### config.mk
export PLATFORM = sky130hd
export DESIGN_NAME = stream_rr_arbiter_flat
export DESIGN_NICKNAME = d
export VERILOG_FILES = /design/src/rtl/stream_rr_arbiter_pkg.sv /design/src/rtl/stream_rr_arbiter_if.sv /design/src/rtl/stream_rr_arbiter_mux.sv /design/src/rtl/stream_rr_arbiter.sv /design/src/flat_wrapper.sv
export SDC_FILE = /design/constraint.sdc
export NUM_CORES = 1
export LEC_CHECK = 0
export ABC_AREA = 1
export BUFFER_PORTS_ARGS = -buffer_cell sky130_fd_sc_hd__buf_2
export CAP_MARGIN = 20
export CELL_PAD_IN_SITES_DETAIL_PLACEMENT = 1
export CELL_PAD_IN_SITES_GLOBAL_PLACEMENT = 2
export CORE_MARGIN = 4
export CORE_UTILIZATION = 22
export DETAILED_ROUTE_END_ITERATION = 12
export PLACE_DENSITY_LB_ADDON = 0.1
export SETUP_SLACK_MARGIN = 0.15
export SYNTH_ARGS = -nofsm -noshare
export SYNTH_HDL_FRONTEND = slang
export SYNTH_SLANG_ARGS = --single-unit
### constraint.sdc
create_clock -name clk_i -period 3.5 [get_ports clk_i]
set_input_delay 0.175 -clock clk_i [delete_from_list [all_inputs] [get_ports clk_i]]
set_output_delay 0.175 -clock clk_i [all_outputs]
set_load 0.05 [all_outputs]
### src/rtl/stream_rr_arbiter_pkg.sv
// Shared types and helpers for the stream round-robin arbiter.
package stream_rr_arbiter_pkg;

  // Packet-lock state; the locked requester index is held alongside it.
  typedef enum logic {
    UNLOCKED = 1'b0,
    LOCKED   = 1'b1
  } lock_state_e;

  // Requester index width; never narrower than one bit so a single
  // requester still has a legal select port.
  function automatic int addr_width_f(input int count);
    return (count > 1) ? $clog2(count) : 1;
  endfunction

endpackage

### src/rtl/stream_rr_arbiter_if.sv
// Handshake bundle between the requesters, the arbiter and the downstream sink.
interface stream_rr_arbiter_if
  import stream_rr_arbiter_pkg::*;
#(
  parameter int WORD_WIDTH  = 8,
  parameter int INPUT_COUNT = 4,
  parameter int ADDR_WIDTH  = addr_width_f(INPUT_COUNT)
);

  logic [INPUT_COUNT-1:0]            in_valid_i;
  logic [INPUT_COUNT-1:0]            in_ready_o;
  logic [WORD_WIDTH*INPUT_COUNT-1:0] in_data_i;
  logic [INPUT_COUNT-1:0]            in_last_i;
  logic                              out_valid_o;
  logic                              out_ready_i;
  logic [WORD_WIDTH-1:0]             out_data_o;
  logic [ADDR_WIDTH-1:0]             out_sel_o;
  logic                              out_last_o;

  // Arbiter side.
  modport slave (
    input  in_valid_i, in_data_i, in_last_i, out_ready_i,
    output in_ready_o, out_valid_o, out_data_o, out_sel_o, out_last_o
  );

  // Requester / sink side.
  modport master (
    output in_valid_i, in_data_i, in_last_i, out_ready_i,
    input  in_ready_o, out_valid_o, out_data_o, out_sel_o, out_last_o
  );

endinterface

### src/rtl/stream_rr_arbiter_mux.sv
// Word multiplexer: picks one WORD_WIDTH slice out of the packed requester words.
module stream_rr_arbiter_mux #(
  parameter int WORD_WIDTH  = 8,
  parameter int INPUT_COUNT = 4,
  parameter int ADDR_WIDTH  = 2
) (
  input  logic [ADDR_WIDTH-1:0]             sel,
  input  logic [WORD_WIDTH*INPUT_COUNT-1:0] words,
  output logic [WORD_WIDTH-1:0]             word
);

  // Select the word whose index matches sel; out-of-range indices give zero.
  always_comb begin
    word = '0;
    for (int k = 0; k < INPUT_COUNT; k++) begin
      if (sel == ADDR_WIDTH'(k)) word = words[k*WORD_WIDTH +: WORD_WIDTH];
    end
  end

endmodule

### src/rtl/stream_rr_arbiter.sv
// Round-robin stream arbiter with a registered single-word output stage.
// Define STREAM_RR_ARBITER_LOCK_EN to hold the grant for a whole packet
// (until the granted requester presents in_last_i).
//
// Lock FSM (only with STREAM_RR_ARBITER_LOCK_EN):
//   state    | meaning
//   UNLOCKED | every beat arbitrated round-robin from ptr
//   LOCKED   | mid-packet; only lock_idx may be granted, others wait
module stream_rr_arbiter
  import stream_rr_arbiter_pkg::*;
#(
  parameter int WORD_WIDTH  = 8,
  parameter int INPUT_COUNT = 4,
  parameter int ADDR_WIDTH  = addr_width_f(INPUT_COUNT)
) (
  input logic                clk_i,
  input logic                rst_ni,
  stream_rr_arbiter_if.slave bus
);

  logic [ADDR_WIDTH-1:0]  ptr_q;
  logic [ADDR_WIDTH-1:0]  ptr_next;
  logic [ADDR_WIDTH-1:0]  rr_idx;
  logic                   rr_found;
  logic [ADDR_WIDTH-1:0]  grant_idx;
  logic                   grant_vld;
  logic                   grant_last;
  logic [WORD_WIDTH-1:0]  grant_word;
  logic [INPUT_COUNT-1:0] ready;
  logic                   ld;
  logic                   xfer;
  logic                   ptr_adv;

  logic                   out_valid_q;
  logic [WORD_WIDTH-1:0]  out_data_q;
  logic [ADDR_WIDTH-1:0]  out_sel_q;
  logic                   out_last_q;

  assign ld = !out_valid_q || bus.out_ready_i;

  // Round-robin search: first valid at or above ptr, else first valid from 0.
  always_comb begin
    rr_found = 1'b0;
    rr_idx   = '0;
    for (int k = 0; k < INPUT_COUNT; k++) begin
      if (!rr_found && ADDR_WIDTH'(k) >= ptr_q && bus.in_valid_i[k]) begin
        rr_found = 1'b1;
        rr_idx   = ADDR_WIDTH'(k);
      end
    end
    for (int k = 0; k < INPUT_COUNT; k++) begin
      if (!rr_found && bus.in_valid_i[k]) begin
        rr_found = 1'b1;
        rr_idx   = ADDR_WIDTH'(k);
      end
    end
  end

`ifdef STREAM_RR_ARBITER_LOCK_EN
  lock_state_e           state_q, state_next;
  logic [ADDR_WIDTH-1:0] lock_idx_q, lock_idx_next;

  // While locked the grant is pinned to the packet owner, even if it stalls.
  always_comb begin
    grant_idx = rr_idx;
    grant_vld = rr_found;
    if (state_q == LOCKED) begin
      grant_idx = lock_idx_q;
      grant_vld = 1'b0;
      for (int k = 0; k < INPUT_COUNT; k++) begin
        if (lock_idx_q == ADDR_WIDTH'(k)) grant_vld = bus.in_valid_i[k];
      end
    end
  end

  // Fairness pointer only moves once a packet has completed.
  assign ptr_adv = xfer && grant_last;

  // Lock state register.
  always_ff @(posedge clk_i) begin
    if (!rst_ni) begin
      state_q    <= UNLOCKED;
      lock_idx_q <= '0;
    end else begin
      state_q    <= state_next;
      lock_idx_q <= lock_idx_next;
    end
  end

  // Lock next-state: enter on a non-last beat, leave on the owner's last beat.
  always_comb begin
    state_next    = state_q;
    lock_idx_next = lock_idx_q;
    case (state_q)
      UNLOCKED: begin
        if (xfer && !grant_last) begin
          state_next    = LOCKED;
          lock_idx_next = grant_idx;
        end
      end
      LOCKED: begin
        if (xfer && grant_last) state_next = UNLOCKED;
      end
      default: state_next = UNLOCKED;
    endcase
  end
`else
  assign grant_idx = rr_idx;
  assign grant_vld = rr_found;
  assign ptr_adv   = xfer;
`endif

  // One-hot accept towards the granted requester; suppressed during reset.
  always_comb begin
    ready      = '0;
    grant_last = 1'b0;
    for (int k = 0; k < INPUT_COUNT; k++) begin
      if (grant_idx == ADDR_WIDTH'(k)) begin
        ready[k]   = rst_ni && ld && grant_vld;
        grant_last = bus.in_last_i[k];
      end
    end
  end

  assign xfer     = |ready;
  assign ptr_next = (grant_idx == ADDR_WIDTH'(INPUT_COUNT - 1)) ? '0
                                                               : grant_idx + ADDR_WIDTH'(1);

  stream_rr_arbiter_mux #(
    .WORD_WIDTH (WORD_WIDTH),
    .INPUT_COUNT(INPUT_COUNT),
    .ADDR_WIDTH (ADDR_WIDTH)
  ) u_mux (
    .sel  (grant_idx),
    .words(bus.in_data_i),
    .word (grant_word)
  );

  // Output register and fairness pointer; data holds after a drain.
  always_ff @(posedge clk_i) begin
    if (!rst_ni) begin
      out_valid_q <= 1'b0;
      out_data_q  <= '0;
      out_sel_q   <= '0;
      out_last_q  <= 1'b0;
      ptr_q       <= '0;
    end else begin
      if (xfer) begin
        out_valid_q <= 1'b1;
        out_data_q  <= grant_word;
        out_sel_q   <= grant_idx;
        out_last_q  <= grant_last;
      end else if (bus.out_ready_i) begin
        out_valid_q <= 1'b0;
      end
      if (ptr_adv) ptr_q <= ptr_next;
    end
  end

  assign bus.in_ready_o  = ready;
  assign bus.out_valid_o = out_valid_q;
  assign bus.out_data_o  = out_data_q;
  assign bus.out_sel_o   = out_sel_q;
  assign bus.out_last_o  = out_last_q;

endmodule
### src/flat_wrapper.sv
// flat-port wrapper written by rule: the top's interface ports become plain ports
module stream_rr_arbiter_flat import stream_rr_arbiter_pkg::*;
#(
  parameter int WORD_WIDTH  = 8,
  parameter int INPUT_COUNT = 4,
  parameter int ADDR_WIDTH  = addr_width_f(INPUT_COUNT)
)
  (clk_i, rst_ni, bus_in_valid_i, bus_in_data_i, bus_in_last_i, bus_out_ready_i, bus_in_ready_o, bus_out_valid_o, bus_out_data_o, bus_out_sel_o, bus_out_last_o);
  stream_rr_arbiter_if #(.WORD_WIDTH(WORD_WIDTH), .INPUT_COUNT(INPUT_COUNT), .ADDR_WIDTH(ADDR_WIDTH)) bus_i ();
  input logic clk_i;
  input logic rst_ni;
  input wire logic [$bits(bus_i.in_valid_i)-1:0] bus_in_valid_i;
  input wire logic [$bits(bus_i.in_data_i)-1:0] bus_in_data_i;
  input wire logic [$bits(bus_i.in_last_i)-1:0] bus_in_last_i;
  input wire logic [$bits(bus_i.out_ready_i)-1:0] bus_out_ready_i;
  output wire logic [$bits(bus_i.in_ready_o)-1:0] bus_in_ready_o;
  output wire logic [$bits(bus_i.out_valid_o)-1:0] bus_out_valid_o;
  output wire logic [$bits(bus_i.out_data_o)-1:0] bus_out_data_o;
  output wire logic [$bits(bus_i.out_sel_o)-1:0] bus_out_sel_o;
  output wire logic [$bits(bus_i.out_last_o)-1:0] bus_out_last_o;
  assign bus_i.in_valid_i = bus_in_valid_i;
  assign bus_i.in_data_i = bus_in_data_i;
  assign bus_i.in_last_i = bus_in_last_i;
  assign bus_i.out_ready_i = bus_out_ready_i;
  assign bus_in_ready_o = bus_i.in_ready_o;
  assign bus_out_valid_o = bus_i.out_valid_o;
  assign bus_out_data_o = bus_i.out_data_o;
  assign bus_out_sel_o = bus_i.out_sel_o;
  assign bus_out_last_o = bus_i.out_last_o;
  stream_rr_arbiter #(.WORD_WIDTH(WORD_WIDTH), .INPUT_COUNT(INPUT_COUNT), .ADDR_WIDTH(ADDR_WIDTH)) u_core (.clk_i(clk_i), .rst_ni(rst_ni), .bus(bus_i));
endmodule
* Yosys cells after proc, flatten, opt, wreduce, memory -nomap -nowiden
Index checks and enable logic that the tools add are counted.
** Word-level totals
- Bits in registers :: 14
- Bits of input ports :: 43
- Output and inout bits :: 16
- Word-level logic and storage cells :: 68
** Cells by class
- $add $sub $neg :: 1
- Order comparisons :: 4
- Equal/unequal tests :: 3
- Multiplexer cells :: 30
- Reductions and logical operators :: 25
** Operator list (count)
- 2-to-1 mux 8 bit :: 4
- 2-to-1 mux 1 bit :: 19
- 2-to-1 mux 2 bit :: 7
- logical AND 1 bit :: 13
- logical NOT 1 bit :: 8
- equality test 2 bit (second input constant) :: 2
- >= comparator 1 x 2 -> 1 bit (first input constant) :: 2
- >= comparator 2 bit (first input constant) :: 2
- OR reduction 4 bit :: 1
- adder 2 x 1 -> 2 bit (second input constant) :: 1
- equality test 2 x 1 -> 1 bit (second input constant) :: 1
- logical NOT 2 bit :: 1
- nonzero test 2 bit :: 1
- logical OR 1 bit :: 1

* Logic depth before layout (Yosys ltp)
Gate-level depths: netlist of run 1.
- Depth in word-level cells :: 32
- Mapped depth :: 16
- Depth with buffers taken out :: 16

* Hierarchy
Synthesis of run 1 repeated with hierarchy kept, for this count alone.
** Unflattened totals
- Cell total of the unflattened synthesis :: 168
- Area total of the unflattened synthesis :: 1091.0 µm²
** By module, submodules not included
- stream_rr_arbiter :: instances 1, cells each 121, area an instance 827.0 µm², sequential area each 280.3 µm²
- stream_rr_arbiter_mux :: instances 1, cells each 47, area an instance 264.0 µm², sequential area each 0.0 µm²

* Worst setup path before layout of run 1
Ideal clock, no wire load.
- Path kind :: register to output
- Start point :: register u_core.ptr_q[1]
- End point :: output bus_in_ready_o[3]
- Data arrival time :: 2246 ps
- Required time :: 3325 ps
- Path slack :: 1079 ps
- Stages on the path, launching flop included :: 11
- Buffers on the path :: 1
- Cells stage by stage :: dfxtp_1 > inv_2 > nand2_2 > nand3_2 > nor2_4 > nand2_1 > nand3_1 > ha_1 > clkbuf_1 > inv_1 > nor2_1
** On the way
- Longest elaborated chain between the ends :: 29
- Elaborated cells on any way between the ends :: 40
- Classes of those cells :: order compare: 4; eq/ne: 1; mux: 16; reduce/logical: 19
** RTL lines
- start, declared :: RTL line stream_rr_arbiter.sv:21 : logic [ADDR_WIDTH-1:0] ptr_q;
- start signal, assigned :: RTL line stream_rr_arbiter.sv:156 : if (ptr_adv) ptr_q <= ptr_next;
- >= comparator 1 x 2 -> 1 bit :: RTL line stream_rr_arbiter.sv:46 : if (!rr_found && ADDR_WIDTH'(k) >= ptr_q && bus.in_valid_i[k]) begin
- logical AND 1 bit :: RTL line stream_rr_arbiter.sv:46
- 2-to-1 mux 1 bit :: RTL line stream_rr_arbiter.sv:46
- logical NOT 1 bit :: RTL line stream_rr_arbiter.sv:46
- logical AND 1 bit (2 in a row) :: RTL line stream_rr_arbiter.sv:46
- 2-to-1 mux 1 bit :: RTL line stream_rr_arbiter.sv:46
- logical NOT 1 bit :: RTL line stream_rr_arbiter.sv:46
- logical AND 1 bit (2 in a row) :: RTL line stream_rr_arbiter.sv:46
- [12 not listed]
- logical AND 1 bit :: RTL line stream_rr_arbiter.sv:52 : if (!rr_found && bus.in_valid_i[k]) begin
- 2-to-1 mux 1 bit :: RTL line stream_rr_arbiter.sv:52
- logical NOT 1 bit :: RTL line stream_rr_arbiter.sv:52
- logical AND 1 bit :: RTL line stream_rr_arbiter.sv:52
- 2-to-1 mux 2 bit * :: RTL line stream_rr_arbiter.sv:52
- via u_core.grant_idx[0] :: RTL line stream_rr_arbiter.sv:25 : logic [ADDR_WIDTH-1:0] grant_idx;
- equality test 2 bit * :: RTL line stream_rr_arbiter.sv:118 : if (grant_idx == ADDR_WIDTH'(k)) begin
- 2-to-1 mux 1 bit * :: RTL line stream_rr_arbiter.sv:118
- end, declared :: RTL line flat_wrapper.sv:16 : output wire logic [$bits(bus_i.in_ready_o)-1:0] bus_in_ready_o;
The timed path passes the listed nets; every way through them passes the cells marked *.

* Worst setup path in the final report of run 1
- Start point :: register u_core.ptr_q[1]
- End point :: register u_core.out_data_q[6] (netlist: u_core.bus.out_data_o[6])
** On the way
- Longest elaborated chain between the ends :: 32
- Elaborated cells on any way between the ends :: 51
- Classes of those cells :: order compare: 4; eq/ne: 3; mux: 23; reduce/logical: 21
** RTL lines
- >= comparator 1 x 2 -> 1 bit :: RTL line stream_rr_arbiter.sv:46
- logical AND 1 bit :: RTL line stream_rr_arbiter.sv:46
- 2-to-1 mux 1 bit :: RTL line stream_rr_arbiter.sv:46
- logical NOT 1 bit :: RTL line stream_rr_arbiter.sv:46
- logical AND 1 bit (2 in a row) :: RTL line stream_rr_arbiter.sv:46
- 2-to-1 mux 1 bit :: RTL line stream_rr_arbiter.sv:46
- logical NOT 1 bit :: RTL line stream_rr_arbiter.sv:46
- logical AND 1 bit (2 in a row) :: RTL line stream_rr_arbiter.sv:46
- [12 not listed]
- logical AND 1 bit :: RTL line stream_rr_arbiter.sv:52
- 2-to-1 mux 1 bit :: RTL line stream_rr_arbiter.sv:52
- logical NOT 1 bit :: RTL line stream_rr_arbiter.sv:52
- logical AND 1 bit :: RTL line stream_rr_arbiter.sv:52
- 2-to-1 mux 2 bit * :: RTL line stream_rr_arbiter.sv:52
- via u_core.grant_idx[1] :: RTL line stream_rr_arbiter.sv:25
- logical NOT 2 bit :: RTL line stream_rr_arbiter_mux.sv:16, stream_rr_arbiter.sv:118
- 2-to-1 mux 8 bit (4 in a row) :: RTL line stream_rr_arbiter_mux.sv:16 : if (sel == ADDR_WIDTH'(k)) word = words[k*WORD_WIDTH +: WORD_WIDTH];
- end signal, assigned :: RTL line stream_rr_arbiter.sv:150 : out_data_q <= grant_word;
- end, declared :: RTL line stream_rr_arbiter.sv:35 : logic [WORD_WIDTH-1:0] out_data_q;
Marked as above.
A chain may end at the register's enable or synchronous reset.

==> results_dict.tcl, run 1 <==
set metrics [dict create \
    fmax_mhz 389.2 \
    postRouteAntennaNets 0 \
    yosys.area.top_type "dfxtp_1" \
    grt-ovfl-total 0 \
    grt_max_degree 24 \
    slew_viol_final 0 \
    synthCells 168 \
    peakVddDrop_uv 295.5 \
    ys.flop_type "dfxtp_1" \
    start_util_pct 23.46 \
    syn_avg_cell_area_sq_um 6.249 \
    seq_area_frac_synth_pct 26.70 \
    arrival_ps 2760 \
    io_pins 59 \
    die_y_um 77.08 \
    post_cts_buffers 0 \
    synthesis.area_sq_mm 0.001050 \
    port_buffers 58 \
    clkPwrFrac_pct 12.4 \
    fin_tns_setup_ps 0 \
    drive_gt1_share_pct 33.48 \
    antenna_cells 0 \
    yosys_register_bits 14 \
    rsz0062_at_grt "false" \
    critPathKind "register to register" \
    maxSlewHeadroom_pct 60.75 \
    rows 24 \
    gr-usage-all-layers_pct 12.97 \
    gp_congestion 0.7822 \
    clk_path_buf_depth 2 \
    finalCritPeriodShare_pct 73.41 \
    vias 1273 \
    crit_path_start_kind "register" \
    async_flop_share_pct 0 \
    fin_nets 272 \
    drt_iter0_drc 30 \
    drc_errors 0 \
    hold_ws_ps 258.4 \
    worst_pin_slew_ps 588.7 \
    synth_area_leaders "dfxtp_1 27%, nand2_1 15%, nor2_1 14%, a21oi_1 9.1%, mux2i_1 7.6%" \
    area_delta_synth_final_pct 35.76 \
    hpwl_mm 3.126 \
    grt_pass1_vias 1430 \
    swShare_pct 55.06 \
    ys_types 22 \
    cts-root-buf "clkbuf_8" \
    avgViaCountPerCell 4.612 \
    critPathMaxFanout 12 \
    min_path_type "input pin to register" \
    htree_levels 1 \
    wl_per_cell_um 13.36 \
    antenna_found_initial 0 \
    dieArea_sq_mm 0.005941 \
    worstPathRequired_ps 3690 \
    cts_hold_buf 0 \
    path_clk_slew_ps 60 \
    fin_worst_skew_ps 3.582 \
    setup-violations-final 0 \
    core_sq_mm 0.004474 \
    syn_nets 215 \
    pwr-share-seq_pct 20.4 \
    power.internal_uw 575.8 \
    synth_warnings 0 \
    powerDensity_mw_per_mm2 898.9 \
    tritoncts "done" \
    chipWidth_um 77.08 \
    grt_pass1_wl_mm 6.279 \
    fin_crit_ps 2569 \
    drv_cap 0 \
    cts-resized-gates 0 \
    drtPass1Iterations 4 \
    hold_viol_final 0 \
    synth_edf_count 0 \
    cts.sinks 14 \
    wirelength_mm 3.687 \
    cts_buffers 3 \
    clk_latency_ps 250 \
    leakagePower_nw 0.7571 \
    synth_most_common_cell "nand2_1" \
    status "finished, final reports clean" \
    yosys.area.top_type_share_pct 26.70 \
    synth_common_cells "43 x nand2_1, 40 x nor2_1, 19 x a21oi_1" \
    power_switching_uw 705.3 \
    endpoint_kind "register" \
    comb_power_share_pct 67.1 \
]
==> state kept, by name, summed over array words and instances, names as in the netlist <==
register                cells
u_core.bus.out_data_o       8
u_core.bus.out_sel_o        2
u_core.ptr_q                2
u_core.bus.out_last_o       1
u_core.bus.out_valid_o      1
==> worst paths after layout <==
kind	startpoint	end	slack [ps]	cells after the start
worst max-delay path	u_core.ptr_q[1]	u_core.bus.out_data_o[6]	930	15
worst max register to register	u_core.ptr_q[1]	u_core.bus.out_data_o[6]	930	15
worst min register to register	u_core.bus.out_data_o[2]	u_core.bus.out_data_o[2]	480	2
worst min-delay path	bus_out_ready_i	u_core.bus.out_valid_o	260	4
==> final cells by class <==
cell class                 instances  area (sq um)
clock buffer                       4         55.05
fill                             607          3049
inverter                          15         56.30
multi-input combinational        133         678.2
sequential                        14         280.3
tap                               52         65.06
timing repair buffer              58         290.3
==> metal layers <==
layer	vias up	share of wire (%)	global-route usage [%]
li1	643	-	-
met3	10	6.0	3.981
met4	0	2.4	4.270
met1	583	37	12.96
met2	37	54	25.17
met5	-	0	0
==> critical path: stages (launching register included) <==
cell and delay (ps):
dfxtp_1 360, inv_2 70, nand2_2 80, nand3_2 80, nor2_4 140, nand3_1 80
nand3_1 120, inv_1 100, ha_1 350, nor2_1 510, nand2_1 100, a21oi_1 200
mux2i_1 100, nand2_1 90, nand2_1 50, nor2_1 90
==> stage by stage <==
step           cell area (sq um)  worst slack (ps)  total power, mW  instances  utilization (%)
5_1_grt                     1425             579.3            1.404        276            31.85
4_1_cts                     1425             895.9            1.304        276            31.85
2_1_floorplan               1050              1079           0.9454        168                -
6_report                    1425             930.7            1.281        276            31.85
3_5_place_dp                1370             899.7            1.141        272            30.62
3_3_place_gp                1370              1042            1.119        272            30.62
==> cell families after synthesis <==
family | share of synthesized area, %
compound gates | 12.63
flops | 26.70
buf+inv | 8.700
fa+ha+maj | 4.768
mux | 7.628
simple gates | 39.57
==> power by group through the flow <==
stage	registers [mW]	clock network [mW]	logic, mW
3_5_place_dp	0.267	0	0.874
4_1_cts	0.264	0.164	0.876
6_report	0.262	0.159	0.860
3_3_place_gp	0.262	0	0.857
5_1_grt	0.273	0.175	0.957
2_1_floorplan	0.460	0	0.485
==> placed cells by master, fill, tap and decap left out, types with 2 or more instances in the layout <==
cell type,Yosys,routed
nor2_1,40,40
nand2_1,43,43
inv_1,10,10
buf_2,1,58
inv_2,4,4
clkbuf_8,0,4
nand3_1,7,7
dfxtp_1,14,14
o211ai_2,2,2
nand2_2,3,3
a21oi_1,19,19
mux2i_1,8,8
ha_1,4,4
nand3_2,2,2
Note: power is estimated with default switching activity, not from simulation.
==> inputs of run 2 (changes only) <==
- ABC_AREA: 1 -> 0
- clock period: 3.5 -> 2.37 ns (I/O delays scaled with it)
==> run 2 against run 1 <==
Net effect: hold slack lost 120 ps; combinational power grew 47%; non-clock buffer count grew 14; cell count shrank 12%; area after synthesis shrank 6.4%.
==> results_dict.tcl, run 2 <==
set metrics [dict create \
    worst_pin_slew_ps 494.3 \
    fin_tns_setup_ps 0 \
    regToRegSetupSlack_ps 140 \
    die_y_um 74.82 \
    synthCells 122 \
    synth_area_leaders "dfxtp_1 29%, a211o_1 8.0%, a221oi_1 7.1%, o21ai_1 6.1%, a31oi_1 5.7%" \
    tritoncts "done" \
    slew_viol_final 0 \
    final_cell_mix "56 x buf_2, 13 x nand2_1, 12 x inv_1, 12 x o21ai_1, 12 x dfxtp_1" \
    comb_power_share_pct 66.8 \
    power.total_mw 1.894 \
    synth_edf_count 0 \
    gr-usage-all-layers_pct 13.66 \
    yosys_register_bits 14 \
    fin_crit_ps 2225 \
    yosys.area.top_type_share_pct 28.54 \
    nFillCells 541 \
    critPathKind "register to register" \
    area_delta_synth_final_pct 64.59 \
    leakagePower_nw 0.7577 \
    rr_worst_depth 11 \
    port_buffers 58 \
    cts-root-buf "clkbuf_8" \
    htree_levels 1 \
    ys.flop_type "dfxtp_1" \
    fin_worst_skew_ps 1.641 \
    crit_path_start_kind "register" \
    gp_congestion 0.7264 \
    clk_latency_ps 250 \
    wl_per_cell_um 15.60 \
    postRouteAntennaNets 0 \
    largest_reg_flops 8 \
    setup-violations-final 0 \
    clk_path_buf_depth 2 \
    rows 24 \
    async_flop_share_pct 0 \
    drtPass1Iterations 4 \
    drive_gt1_share_pct 51.05 \
    hold_viol_final 0 \
    maxSlewHeadroom_pct 66.80 \
    wirelength_mm 3.774 \
    drc_errors 0 \
    core_sq_mm 0.004324 \
    utilization_pct 37.38 \
    avgViaCountPerCell 4.909 \
    reg2reg_from "u_core.ptr_q[0]" \
    synth_common_cells "14 x dfxtp_1, 13 x inv_1, 13 x nand2_1" \
    rsz0062_at_grt "true" \
    synth_warnings 0 \
    crit_end "u_core.bus.out_data_o[0]" \
    grt_pass1_vias 1284 \
    start_util_pct 22.71 \
    path_clk_slew_ps 60 \
    syn_nets 169 \
    crit_start "u_core.ptr_q[0]" \
    grt-ovfl-total 0 \
    antenna_cells 0 \
    dieArea_sq_mm 0.005597 \
    cts.sinks 14 \
    vias 1188 \
    power_switching_uw 925.6 \
    synthesis.area_sq_um 982.2 \
    fin_nets 238 \
    powerDensity_mw_per_mm2 1172 \
    pwr-share-seq_pct 20.8 \
    swShare_pct 48.87 \
    syn_avg_cell_area_sq_um 8.051 \
    io_pins 59 \
    arrival_ps 2350 \
    clkPwrFrac_pct 12.4 \
    r2r_end "u_core.bus.out_data_o[0]" \
    yosys.area.top_type "dfxtp_1" \
    final_common_cell "buf_2" \
    drv_cap 0 \
    finalCritPeriodShare_pct 93.89 \
    drt_iter0_drc 16 \
    hold_ws_ps 137.0 \
    grt_pass1_wl_mm 5.913 \
    antenna_found_initial 0 \
    ys_types 27 \
    worstPathRequired_ps 2500 \
    min_path_type "input pin to register" \
    endpoint_kind "register" \
    critPathMaxFanout 12 \
    fmax_mhz 449.4 \
    synth_most_common_cell "dfxtp_1" \
    seq_area_frac_synth_pct 28.54 \
    hpwl_mm 2.864 \
    cts_buffers 3 \
    peakVddDrop_uv 389.2 \
    chipWidth_um 74.82 \
    grt_max_degree 21 \
    status "finished, final reports clean" \
    power.internal_uw 968.2 \
]
==> run 2: changes by cell type in the layout (fill, tap and decap cells not counted), moves of 11 or more <==
| cell | previous run | this run |
|---|---|---|
| nor2_1 | 40 | 1 |
| nand2_1 | 43 | 13 |
| a21oi_1 | 19 | 5 |
| buf_4 | 0 | 11 |
| o21ai_1 | 1 | 12 |
==> run 2: per-layer routing <==
| metal | part of all wire [%] | track usage [%] | wire length, um | vias up |
|---|---|---|---|---|
| met1 | 41 | 15.14 | 1561 | 566 |
| met4 | 0.37 | 2.174 | 14 | 0 |
| li1 | - | - | - | 586 |
| met5 | 0 | 0 | 0 | - |
| met3 | 5.0 | 3.605 | 190 | 2 |
| met2 | 53 | 26.34 | 2008 | 34 |
==> run 2: final cells by class <==
cell class	instances	area, sq um	area share (%)
Clock buffer	4	55.05	3.406
Timing Repair Buffer	72	424.2	26.24
Sequential cell	14	285.3	17.65
Tap cell	52	65.06	4.025
Multi-Input combinational cell	85	730.7	45.20
Inverter	15	56.30	3.483
==> run 2: metrics by stage <==
stage | instances | area (sq um) | worst slack [ps]
floorplan | 122 | 982.2 | 284.6
global placement | 231 | 1354 | -20.27
detailed placement | 231 | 1354 | -176.6
CTS | 241 | 1518 | 143.8
global route | 242 | 1617 | 61.23
finish | 242 | 1617 | 144.9
==> run 2: power groups by stage <==
stage                     combinational (mW)  sequential, mW  clock, mW
after detailed placement                1.07           0.384          0
final                                   1.26           0.393      0.235
after global routing                    1.36           0.406      0.254
after global placement                  1.05           0.380          0
after CTS                               1.18           0.387      0.242
after floorplan                        0.513           0.633          0
==> run 2: what timing repair did <==
item	in CTS	in global routing
gates cloned	2	0
pin swaps	7	4
gates resized for setup	14	16
setup endpoints to repair	17	14
endpoints found under the hold margin	0	0
hold buffers	0	0
buffers inserted	4	1
==> run 2: worst min-delay path by stage <==
stage               cells past startpoint                  endpoint              start  slack [ps]
detailed placement                      3     u_core.bus.out_last_o   bus_in_last_i[3]         400
global placement                        3  u_core.bus.out_data_o[1]  bus_in_data_i[25]         390
finish                                  3  u_core.bus.out_data_o[4]  bus_in_data_i[28]         140
global route                            3  u_core.bus.out_data_o[4]  bus_in_data_i[28]         150
CTS                                     3  u_core.bus.out_data_o[4]  bus_in_data_i[28]         130
floorplan                               2           u_core.ptr_q[1]             rst_ni         260
==> run 2: worst max-delay path: stages, from the launching register on <==
cell and delay [ps]:
dfxtp_2 350, inv_2 50, a22o_1 200, a211o_1 290, inv_2 130, ha_4 180
buf_12 140, nor2b_1 50, buf_4 170, a221oi_1 300, a211o_1 160, a31oi_1 80
==> run 2: cell families after synthesis <==
| logic type | synth area share (%) |
|---|---|
| compound gates | 38.73 |
| simple gates | 17.45 |
| buf+inv | 10.19 |
| flops | 28.54 |
| fa+ha+maj | 5.096 |
